`config.mk`:
```
export PLATFORM = sky130hd
export DESIGN_NAME = alu_issue
export DESIGN_NICKNAME = d
export VERILOG_FILES = /design/src/rtl/alu_pkg.sv /design/src/rtl/alu_regfile.sv /design/src/rtl/alu_issue.sv
export SDC_FILE = /design/constraint.sdc
export NUM_CORES = 2
export LEC_CHECK = 0
export CELL_PAD_IN_SITES_DETAIL_PLACEMENT = 0
export CELL_PAD_IN_SITES_GLOBAL_PLACEMENT = 1
export CORE_MARGIN = 3
export CORE_UTILIZATION = 46
export CTS_CLUSTER_SIZE = 12
export DETAILED_ROUTE_END_ITERATION = 10
export PLACE_DENSITY_LB_ADDON = 0.1
export SLEW_MARGIN = 20
export SYNTH_ARGS = -nofsm -noshare
export SYNTH_HDL_FRONTEND = slang
export SYNTH_SLANG_ARGS = --single-unit
export TNS_END_PERCENT = 100
```
`constraint.sdc`:
```
create_clock -name clk -period 2.4 [get_ports clk]
set_input_delay 0.48 -clock clk [delete_from_list [all_inputs] [get_ports clk]]
set_output_delay 0.48 -clock clk [all_outputs]
set_load 0.02 [all_outputs]
```
`src/rtl/alu_pkg.sv`:
```
// alu_pkg: constants and the issue bundle shared by the
// decode/issue stage, its register file and the ALU.
package alu_pkg;

    localparam int DATA_W = 32;
    localparam int NREG   = 32;

    localparam logic [2:0] ALU_ADD = 3'b000;
    localparam logic [2:0] ALU_SUB = 3'b001;
    localparam logic [2:0] ALU_AND = 3'b010;
    localparam logic [2:0] ALU_OR  = 3'b011;
    localparam logic [2:0] ALU_EQ  = 3'b100;
    localparam logic [2:0] ALU_SLT = 3'b101;

    localparam logic [5:0] OP_RTYPE = 6'b000000;
    localparam logic [5:0] OP_BEQ   = 6'b000100;
    localparam logic [5:0] OP_ADDI  = 6'b001000;
    localparam logic [5:0] OP_SLTI  = 6'b001010;
    localparam logic [5:0] OP_ANDI  = 6'b001100;
    localparam logic [5:0] OP_ORI   = 6'b001101;

    localparam logic [5:0] FN_ADD = 6'b100000;
    localparam logic [5:0] FN_SUB = 6'b100010;
    localparam logic [5:0] FN_AND = 6'b100100;
    localparam logic [5:0] FN_OR  = 6'b100101;
    localparam logic [5:0] FN_SLT = 6'b101010;

    typedef struct packed {
        logic [DATA_W-1:0] a;
        logic [DATA_W-1:0] b;
        logic [2:0]        op;
        logic [4:0]        dest;
        logic              wr;
        logic              branch;
        logic              illegal;
    } issue_t;

endpackage

```
`src/rtl/alu_regfile.sv`:
```
// alu_regfile: 32x32 register file, r0 hardwired to zero.
// Ports: clk, rst_n (async clear); ra1/ra2 -> rd1/rd2 async
// reads with write-through bypass; we/wa/wd write port.
module alu_regfile
    import alu_pkg::*;
(
    input  logic              clk,
    input  logic              rst_n,
    input  logic [4:0]        ra1,
    input  logic [4:0]        ra2,
    output logic [DATA_W-1:0] rd1,
    output logic [DATA_W-1:0] rd2,
    input  logic              we,
    input  logic [4:0]        wa,
    input  logic [DATA_W-1:0] wd
);

    logic [DATA_W-1:0] mem [NREG];

    always_ff @(posedge clk or negedge rst_n) begin
        if (!rst_n) begin
            for (int i = 0; i < NREG; i++) begin
                mem[i] <= '0;
            end
        end else if (we && wa != 5'd0) begin
            mem[wa] <= wd;
        end
    end

    // A same-cycle writeback is visible to the reader.
    always_comb begin
        if (ra1 == 5'd0) begin
            rd1 = '0;
        end else if (we && wa == ra1) begin
            rd1 = wd;
        end else begin
            rd1 = mem[ra1];
        end
    end

    always_comb begin
        if (ra2 == 5'd0) begin
            rd2 = '0;
        end else if (we && wa == ra2) begin
            rd2 = wd;
        end else begin
            rd2 = mem[ra2];
        end
    end

endmodule

```
`src/rtl/alu_issue.sv`:
```
// alu_issue: decode/issue stage feeding the 32-bit ALU.
// Ports: in_* instruction handshake; wb_* writeback from
// downstream; out_* registered {a,b,op,...} bundle handshake.
module alu_issue
    import alu_pkg::*;
(
    input  logic              clk,
    input  logic              rst_n,
    input  logic              in_valid,
    input  logic [31:0]       in_instr,
    output logic              in_ready,
    input  logic              wb_en,
    input  logic [4:0]        wb_addr,
    input  logic [DATA_W-1:0] wb_data,
    output logic              out_valid,
    input  logic              out_ready,
    output logic [DATA_W-1:0] out_a,
    output logic [DATA_W-1:0] out_b,
    output logic [2:0]        out_op,
    output logic [4:0]        out_dest,
    output logic              out_wr,
    output logic              out_branch,
    output logic              out_illegal
);

    logic [5:0]  opc;
    logic [5:0]  fn;
    logic [4:0]  rs;
    logic [4:0]  rt;
    logic [4:0]  rd;
    logic [15:0] imm;
    logic        unused_shamt;

    assign opc = in_instr[31:26];
    assign rs  = in_instr[25:21];
    assign rt  = in_instr[20:16];
    assign rd  = in_instr[15:11];
    assign fn  = in_instr[5:0];
    assign imm = in_instr[15:0];
    assign unused_shamt = ^in_instr[10:6];

    logic [DATA_W-1:0] ra;
    logic [DATA_W-1:0] rb;
    logic [DATA_W-1:0] sext;
    logic [DATA_W-1:0] zext;

    assign sext = {{(DATA_W-16){imm[15]}}, imm};
    assign zext = {{(DATA_W-16){1'b0}}, imm};

    alu_regfile u_rf (
        .clk   (clk),
        .rst_n (rst_n),
        .ra1   (rs),
        .ra2   (rt),
        .rd1   (ra),
        .rd2   (rb),
        .we    (wb_en),
        .wa    (wb_addr),
        .wd    (wb_data)
    );

    logic       r_ok;
    logic [2:0] r_op;

    always_comb begin
        r_ok = 1'b1;
        r_op = ALU_ADD;
        unique case (fn)
            FN_ADD:  r_op = ALU_ADD;
            FN_SUB:  r_op = ALU_SUB;
            FN_AND:  r_op = ALU_AND;
            FN_OR:   r_op = ALU_OR;
            FN_SLT:  r_op = ALU_SLT;
            default: r_ok = 1'b0;
        endcase
    end

    issue_t dec;

    always_comb begin
        dec = '0;
        unique case (1'b1)
            (opc == OP_RTYPE) && r_ok: begin
                dec.a    = ra;
                dec.b    = rb;
                dec.op   = r_op;
                dec.dest = rd;
                dec.wr   = 1'b1;
            end
            opc == OP_ADDI: begin
                dec.a    = ra;
                dec.b    = sext;
                dec.op   = ALU_ADD;
                dec.dest = rt;
                dec.wr   = 1'b1;
            end
            opc == OP_SLTI: begin
                dec.a    = ra;
                dec.b    = sext;
                dec.op   = ALU_SLT;
                dec.dest = rt;
                dec.wr   = 1'b1;
            end
            opc == OP_ANDI: begin
                dec.a    = ra;
                dec.b    = zext;
                dec.op   = ALU_AND;
                dec.dest = rt;
                dec.wr   = 1'b1;
            end
            opc == OP_ORI: begin
                dec.a    = ra;
                dec.b    = zext;
                dec.op   = ALU_OR;
                dec.dest = rt;
                dec.wr   = 1'b1;
            end
            opc == OP_BEQ: begin
                dec.a      = ra;
                dec.b      = rb;
                dec.op     = ALU_EQ;
                dec.branch = 1'b1;
            end
            default: dec.illegal = 1'b1;
        endcase
    end

    logic [NREG-1:0] busy;
    logic            use_rt;
    logic            haz_rs;
    logic            haz_rt;
    logic            accept;

    assign use_rt = (opc == OP_RTYPE) || (opc == OP_BEQ);

    // A writeback landing this cycle resolves the hazard,
    // since the bypass delivers its value to the read.
    assign haz_rs = busy[rs] && (rs != 5'd0)
                  && !(wb_en && wb_addr == rs);
    assign haz_rt = busy[rt] && (rt != 5'd0)
                  && !(wb_en && wb_addr == rt);

    assign in_ready = (!out_valid || out_ready)
                    && !haz_rs && !(use_rt && haz_rt);
    assign accept   = in_valid && in_ready;

    // Later assignment wins: a new producer's set beats a
    // same-cycle writeback clear of the same register.
    always_ff @(posedge clk or negedge rst_n) begin
        if (!rst_n) begin
            busy <= '0;
        end else begin
            if (wb_en) begin
                busy[wb_addr] <= 1'b0;
            end
            if (accept && dec.wr && dec.dest != 5'd0) begin
                busy[dec.dest] <= 1'b1;
            end
        end
    end

    issue_t q;

    always_ff @(posedge clk or negedge rst_n) begin
        if (!rst_n) begin
            out_valid <= 1'b0;
            q         <= '0;
        end else if (accept) begin
            out_valid <= 1'b1;
            q         <= dec;
        end else if (out_ready) begin
            out_valid <= 1'b0;
        end
    end

    assign out_a       = q.a;
    assign out_b       = q.b;
    assign out_op      = q.op;
    assign out_dest    = q.dest;
    assign out_wr      = q.wr;
    assign out_branch  = q.branch;
    assign out_illegal = q.illegal;

endmodule

```
==> qor.txt <==
Post-DP Area -> 68400 sq um
Worst Setup Slack, final -> -773 ps
DRT Pass-1 Iters -> 6
Reg clk slew, reported paths -> 50 ps
Netlist Area Pre-Place -> 60300 sq um
Die ar. -> 135000 sq um
vias in the first global route -> 42.9k
synthesis-to-finish area growth -> 21.2%
Hold Fails Final Rpt -> 0
DR iter-0 viols -> 4055
fin cells -> 6438
Adder-Cell Fraction of Synth Area -> 0%
crit path launch type -> flop
Simple-Gate Fraction of Synth Area -> 2.11%
Synth Area in Compound Gates -> 6.01%
via count -> 41.8k
fmax -> 0.315 GHz
Net Switching -> 15.5 mW
CTS Buffer Depth -> 3
Power Total -> 56.5 mW
CP endpoint -> in_ready
WHS -> 255 ps
Final Cell Area -> 73000 sq um
RR Endpoint -> out_a[9]
largest net degree at the start of global routing -> 106
Starting Density -> 46.4%
grt ovf -> 0
placed cells -> 6191
Final ANT Viol Nets -> 0
status -> complete, but fails checks
height of the die -> 368 um
FFs w/ async S/R, synth -> 100%
Root Buffer -> clkbuf_16
share of layout cells above drive strength 1 -> 50.5%
failing checks -> negative setup slack
critical setup path kind -> reg2out
Synth top area share -> 47.0%
EDFF count, synth -> 0
critical path launch point -> busy[0]
Synthesis Warnings -> 0
Seq pwr share -> 44.2%
worst vdd ir -> 0.712 mV
Critical Path Fanout Max -> 2
combinational share of power -> 20.2%
Cell Pwr Density -> 773 nW/um^2
worst clock skew -> 30.5 ps
Post-Syn Area per Cell -> 14.3 sq um
GPL Wtd Cong -> 0.882
Gate Count Post-Synth -> 4213
first-pass GRT wire length -> 316000 um
CTS tree -> done
max_slew headroom -> 35.1%
H-tree depth -> 4
xor and xnor fraction of the mapped netlist area -> 0.145%
reg2reg path depth -> 9
via density per instance -> 6.50
count of input and output buffers -> 150
post-DR wirelength/cell -> 33.9 um
DRC viols -> 0
sequential share of the synthesized area -> 47.0%
Internal Power -> 41.0 mW
commonest non-fill, non-tap cell in the layout -> dfrtp_1
CP Capture Type -> output pin
FF-to-FF setup slack -> -610 ps
core footprint -> 130000 sq um
top_reg_cell synth -> dfrtp_1
Critical Path RT -> 1920 ps
final period utilization -> 132%
Setup TNS -> -51540 ps
post-synthesis mux area share -> 41.1%
LEAKAGE -> 32.1 nW
largest family of logic cells by synthesized area -> multiplexers
Yosys reg bits -> 1132
syn_nets -> 4287
Overall Global Routing Usage -> 32.3%
Setup-failing EPs final -> 107
most frequent cells in the layout -> dfrtp_1 (1132), mux2_2 (1101), mux4_2 (427)
overall routed net length -> 218000 um
RSZ-0062 raised after global routing -> yes
clock latency on the worst-skew pair -> 780 ps
io pins -> 151
CTS Buf Count -> 132
nets -> 4671
Die Wd -> 368 um
worst r2r src -> busy[0]
switching share of power -> 27.4%
max cap viols -> 0
cell type with the highest aggregate area in the netlist -> dfrtp_1
initial antenna violation count -> 5
CP arrival -> 2690 ps
Yosys cell types -> 57
Slew @ Worst Pin -> 971 ps
minimum clock period -> 3170 ps
Pins Over Slew Limit -> 0
row cnt -> 132
clk sink count -> 1132
Hold WC Path Type -> in2async
clock network fraction of total power -> 35.7%
hpwl dp -> 143000 um
largest cells by area after synthesis -> dfrtp_1 (47%), mux2_2 (21%), mux4_2 (16%), mux2i_1 (4.6%), clkbuf_1 (1.9%)
-- critical path, stage by stage, from the launching register on --
cell and delay (ps):
dfrtp_1 410, mux4_2 470, mux4_2 490, nor2_1 110
a221o_1 170, and2_4 160, buf_6 110
-- stage by stage --
step | setup slack [ps] | util (%)
6_report | -773 | 56.3
5_1_grt | -832 | 56.3
4_1_cts | -821 | 56.2
3_5_place_dp | -969 | 52.7
3_3_place_gp | -989 | 52.7
2_1_floorplan | -390 | -
-- timing repair --
item / 4_1_cts / 5_1_grt
setup buffers: 3 / 3
gates cloned: 6 / 2
hold buffers: 1 / 0
pin swaps: 2 / 1
gates resized for setup: 27 / 0
hold endpoints to repair: 117 / 0
setup endpoints to repair: 115 / 107
-- worst min path at each step --
stage	slack (ps)	to
6_report	260	u_rf.mem[669]
5_1_grt	260	u_rf.mem[669]
4_1_cts	220	u_rf.mem[733]
3_5_place_dp	390	u_rf.mem[1003]
3_3_place_gp	380	u_rf.mem[997]
2_1_floorplan	180	busy[0]
-- sequential cells by signal, indices dropped and copies added (netlist names) --
signal       cells
out_wr           1
out_dest         5
out_illegal      1
busy            32
out_op           3
out_branch       1
out_a           32
u_rf.mem      1024
out_b           32
out_valid        1
-- synthesized netlist by cell type (all sizes together), types with 4 or more instances --
cell,count
dfrtp,1132
mux2,1102
mux4,427
clkbuf,311
mux2i,275
buf,165
nand2,135
a21oi,89
a22oi,71
o221ai,61
nor2,60
a32o,44
a221oi,40
o21ai,40
o211ai,36
a211o,33
inv,23
nand3,21
a31oi,17
o31ai,14
nand4,11
nor2b,10
xnor2,10
a32oi,8
nor3,7
nor3b,7
a211oi,5
and2,5
nand2b,5
nand3b,5
and3,4
o2111ai,4
o22ai,4
or2,4
-- area by class of cell --
class | instances | area (sq um)
Multi-Input combinational cell | 2582 | 30100
Fill cell | 10800 | 56800
Timing Repair Buffer | 726 | 8070
Antenna cell | 2 | 5.00
Sequential cell | 1132 | 28300
Clock buffer | 202 | 4010
Inverter | 23 | 88.8
Tap cell | 1742 | 2180
Clock inverter | 29 | 272
-- per-layer routing --
| layer | track usage, % | vias up | part of all wire (%) |
|---|---|---|---|
| met2 | 49.8 | 1714 | 46 |
| met3 | 6.29 | 352 | 7.5 |
| li1 | - | 17100 | - |
| met1 | 46.1 | 22700 | 43 |
| met4 | 10.4 | 0 | 3.3 |
| met5 | 0 | - | 0 |
-- power by group through the flow --
stage                     clock (mW)  combinational [mW]  sequential, mW
after global placement             0                11.0            25.0
after global routing            21.3                12.2            25.3
after CTS                       20.5                11.4            24.8
final                           20.2                11.4            24.9
after floorplan                    0                7.94            24.4
after detailed placement           0                11.2            25.2
-- kinds of logic (layout without fill, tap and decap cells) --
logic type | count (synthesis) | in the layout
buffers and inverters | 499 | 980
other | 0 | 2
AO/OA/AOI/OAI | 486 | 486
multiplexers | 1804 | 1804
XOR/XNOR | 10 | 10
flip-flops | 1132 | 1132
AND/OR/NAND/NOR | 282 | 282
No activity file was read; power rests on OpenSTA's default activity.
